$ cat src/rtl/rom_fifo_xfer_ctrl.sv
// ROM-to-FIFO transfer controller: reads xfer_len words starting at start_addr from a
// synchronous ROM and pushes each into a FIFO, one word every three cycles when not stalled.
module rom_fifo_xfer_ctrl #(
    parameter int unsigned ADDR_W = 4,
    parameter int unsigned DATA_W = 8
) (
    input  logic              clk_mem,
    input  logic              reset_n,
    input  logic              restart,
    input  logic              start,
    input  logic [ADDR_W-1:0] start_addr,
    input  logic [ADDR_W:0]   xfer_len,
    input  logic              fifo_full,
    input  logic [DATA_W-1:0] ROM_data,
    output logic              ROM_ce,
    output logic              ROM_re,
    output logic [ADDR_W-1:0] ROM_addr,
    output logic              fifo_wr,
    output logic [DATA_W-1:0] fifo_wdata,
    output logic              busy,
    output logic              done,
    output logic [ADDR_W:0]   words_sent
);

    typedef enum logic [2:0] {IDLE, ISSUE, CAPTURE, WRITE, DONE} state_e;

    state_e            state_q, state_d;
    logic [ADDR_W-1:0] cur_addr_q, cur_addr_d;
    logic [ADDR_W:0]   len_q, len_d;
    logic [ADDR_W:0]   words_q, words_d;
    logic [ADDR_W:0]   words_inc;
    logic [DATA_W-1:0] wdata_q, wdata_d;

    assign words_inc = words_q + (ADDR_W+1)'(1);

    always_comb begin
        state_d    = state_q;
        cur_addr_d = cur_addr_q;
        len_d      = len_q;
        words_d    = words_q;
        wdata_d    = wdata_q;
        fifo_wr    = 1'b0;
        // restart wins over everything, including a write that would otherwise fire
        if (restart) begin
            state_d = IDLE;
        end else begin
            unique case (state_q)
                IDLE: begin
                    if (start) begin
                        cur_addr_d = start_addr;
                        len_d      = xfer_len;
                        words_d    = '0;
                        state_d    = (xfer_len == '0) ? DONE : ISSUE;
                    end
                end
                ISSUE: begin
                    state_d = CAPTURE;
                end
                CAPTURE: begin
                    wdata_d = ROM_data;
                    state_d = WRITE;
                end
                WRITE: begin
                    if (!fifo_full) begin
                        fifo_wr    = 1'b1;
                        words_d    = words_inc;
                        cur_addr_d = cur_addr_q + ADDR_W'(1);
                        state_d    = (words_inc == len_q) ? DONE : ISSUE;
                    end
                end
                DONE: begin
                    state_d = IDLE;
                end
                default: begin
                    state_d = IDLE;
                end
            endcase
        end
    end

    always_ff @(posedge clk_mem or negedge reset_n) begin
        if (!reset_n) begin
            state_q    <= IDLE;
            cur_addr_q <= '0;
            len_q      <= '0;
            words_q    <= '0;
            wdata_q    <= '0;
        end else begin
            state_q    <= state_d;
            cur_addr_q <= cur_addr_d;
            len_q      <= len_d;
            words_q    <= words_d;
            wdata_q    <= wdata_d;
        end
    end

    assign ROM_ce     = (state_q == ISSUE) || (state_q == CAPTURE);
    assign ROM_re     = (state_q == ISSUE);
    assign ROM_addr   = cur_addr_q;
    assign fifo_wdata = wdata_q;
    assign busy       = (state_q != IDLE);
    assign done       = (state_q == DONE);
    assign words_sent = words_q;

endmodule

$ cat config.mk
export PLATFORM = sky130hd
export DESIGN_NAME = rom_fifo_xfer_ctrl
export DESIGN_NICKNAME = d
export VERILOG_FILES = /design/src/rtl/rom_fifo_xfer_ctrl.sv
export SDC_FILE = /design/constraint.sdc
export NUM_CORES = 1
export LEC_CHECK = 0
export ABC_AREA = 1
export CAP_MARGIN = 20
export CORE_MARGIN = 2
export CORE_UTILIZATION = 48
export DETAILED_ROUTE_END_ITERATION = 7
export PLACE_DENSITY_LB_ADDON = 0.2
export SYNTH_ARGS = -nofsm -noshare
export SYNTH_HDL_FRONTEND = slang
export SYNTH_SLANG_ARGS = --single-unit
$ cat constraint.sdc
create_clock -name clk_mem -period 3.6 [get_ports clk_mem]
set_input_delay 0.36 -clock clk_mem [delete_from_list [all_inputs] [get_ports clk_mem]]
set_output_delay 0.36 -clock clk_mem [all_outputs]
set_load 0.1 [all_outputs]
==> results.py <==
metrics = {
    "run_status": {
        "status": "finished, final reports clean",
    },
    "sta": {
        "period_share_pct": 75.9,
        "timing_hold_violations_final": 0,
        "setup_tns_ns": 0,
        "layout_min_cycle_time_ns": 2.73,
        "tightest_slew_ns": 0.984,
        "setup_violations": 0,
        "max_freq_mhz": 366,
        "slew_headroom_pct": 34.2,
        "slew_viol_final": 0,
        "fin_worst_skew_ns": 0.00694,
        "rsz0062_at_grt": "no",
    },
    "synth": {
        "synth_cells": 149,
        "syn_area_per_cell_um2": 8.89,
        "synth_area_um2": 1330,
        "ys_seq_elements": 25,
        "seq_area_frac_synth_pct": 47.2,
        "synthTopCellsByArea": "dfrtp_1, nand2_1, mux2_2",
        "synth_fp_nets": 173,
        "synth_top_area_share_pct": 47.2,
        "ys_warn_count": 0,
        "synth_top_cell_by_area": "dfrtp_1",
        "synth.distinct_cells": 27,
    },
    "global_route": {
        "grtUsageTotal_pct": 18.5,
        "grt_antenna_before_repair": 0,
        "grt_pass1_wl_um": 4780,
        "grt_pass1_vias": 1166,
        "grt.overflow.total": 0,
        "grt_max_degree": 26,
    },
    "floorplanning": {
        "die_w_um": 56.5,
        "fp-row-count": 19,
        "fp.dieH_um": 56.5,
        "ioPinCount": 44,
        "fp.coreArea_um2": 2690,
        "dieArea_um2": 3200,
        "start_util_pct": 49.3,
    },
    "layout": {
        "antenna_cells": 0,
        "nets": 221,
        "layout_common_cells": "clkdlybuf4s50_1, nand2_1, dfrtp_1",
        "layout_commonest_cell": "clkdlybuf4s50_1",
        "area_delta_synth_final_pct": 38.0,
        "drive_above_1_share_pct": 16.8,
    },
    "critical_path": {
        "cp.required_ns": 3.24,
        "reg2regPathDepth": 9,
        "arrival_ns": 2.37,
        "endpoint_kind": "primary output",
        "reg2reg_from": "words_sent[0]",
        "r2r_slack_ns": 1.97,
        "crit_fanout": 4,
        "start_kind": "flip-flop",
        "criticalPathCategory": "reg2out",
        "reg2reg_to": "state_q[0]",
    },
    "hold_path": {
        "min-delay-path-class": "in2async",
    },
    "clock_network": {
        "htreeDepth": 1,
        "post-cts-setup-buffer-count": 0,
        "cts.clk_slew.worst_paths_ns": 0.14,
        "ctsLongestPathBuffers": 2,
        "cts.repair.resized": 0,
        "cts.sinks": 25,
        "cts_tree": "done",
        "hold_buffers": 0,
        "cts-root-buf": "clkbuf_4",
        "clk_latency_ns": 0.31,
        "numCtsBuffers": 3,
    },
    "placed_design": {
        "numPortBuffers": 43,
        "place.gp.congestion": 0.794,
        "place_hpwl_um": 2200,
    },
    "drt": {
        "wl_per_cell_um": 12.0,
        "route.vias.total": 1169,
        "drt_pass1_iterations": 4,
        "drt-vias-per-instance": 5.15,
        "drtAntennaViolNets": 0,
        "routed_wl_um": 2730,
        "drc_errors": 0,
        "drtIter0Drc": 19,
    },
    "flow_run": {
        "drv_cap": 0,
    },
}
[kinds of logic after synthesis]
kind of cell	count (synthesis)	share of synthesized area, %
AOI/OAI and AO/OA	14	6.70
xor gates and xnor gates	3	1.98
adders and majority gates	2	1.89
buffers and inverters	21	6.52
DFF	25	47.2
muxes	10	8.50
and+or+nand+nor	74	27.2
[cells in the mapped netlist]
cell type  count
a21boi_0       1
a21oi_1        1
a31oi_1        2
buf_6          1
dfrtp_1       25
ha_1           2
inv_1         18
inv_2          2
mux2_2        10
nand2_1       39
nand2_2        5
nand2_4        1
nand3_1       11
nand3_2        1
nand4_1        5
nor2_1         2
nor2_2         2
nor2_4         2
nor3_1         4
o211ai_1       1
o21ai_0        4
o21ai_1        1
o22ai_1        3
o22ai_2        1
or2_2          2
xnor2_1        1
xor2_1         2
[per-layer routing]
metal / track usage (%) / share of wire (%)
met5: 0 / 0
met4: 4.42 / 0.37
met3: 4.15 / 5.4
met2: 34.7 / 52
met1: 21.0 / 42
[flip-flops by register name (all words and copies together) (netlist names)]
name,count
fifo_wdata,8
state_q,3
len_q,5
words_sent,5
ROM_addr,4
[worst max-delay path by stage]
stage	slack, ns	depth (start not counted)	endpoint	start
6_report	0.87	5	ROM_ce	state_q[2]
3_5_place_dp	1.24	5	ROM_ce	state_q[2]
4_1_cts	0.86	5	ROM_ce	state_q[2]
2_1_floorplan	0.71	2	done	state_q[2]
3_3_place_gp	1.29	5	ROM_ce	state_q[2]
5_1_grt	0.79	5	ROM_ce	state_q[2]
[area by class of cell]
| type | count | area [um^2] |
|---|---|---|
| multi-input cells | 103 | 618 |
| well taps | 31 | 38.8 |
| flip-flops and latches | 25 | 626 |
| clock inverters | 1 | 5.00 |
| inverters | 20 | 75.1 |
| repair buffers | 44 | 443 |
| fillers | 222 | 858 |
| clock buffers | 3 | 22.5 |
[stage by stage]
step                      std cells  setup slack (ns)  hold slack, ns  utilization [%]  cell area [um^2]
after floorplan                 149             0.713          0.0644                -              1330
after global placement          222              1.29           0.487             66.5              1790
after detailed placement        222              1.24           0.495             66.5              1790
after CTS                       226             0.857           0.531             67.5              1810
after global routing            227             0.785           0.281             68.0              1830
final                           227             0.869           0.285             68.0              1830
[critical path, stage by stage (launching register included)]
cell,delay (ns)
dfrtp_1,0.47
nor2_4,0.16
nand2_1,0.06
inv_1,0.11
or2_2,0.13
clkdlybuf4s50_1,1.12
Power is not shown: default switching activity piles up to over one toggle a cycle in this logic, so the estimate is an artifact.
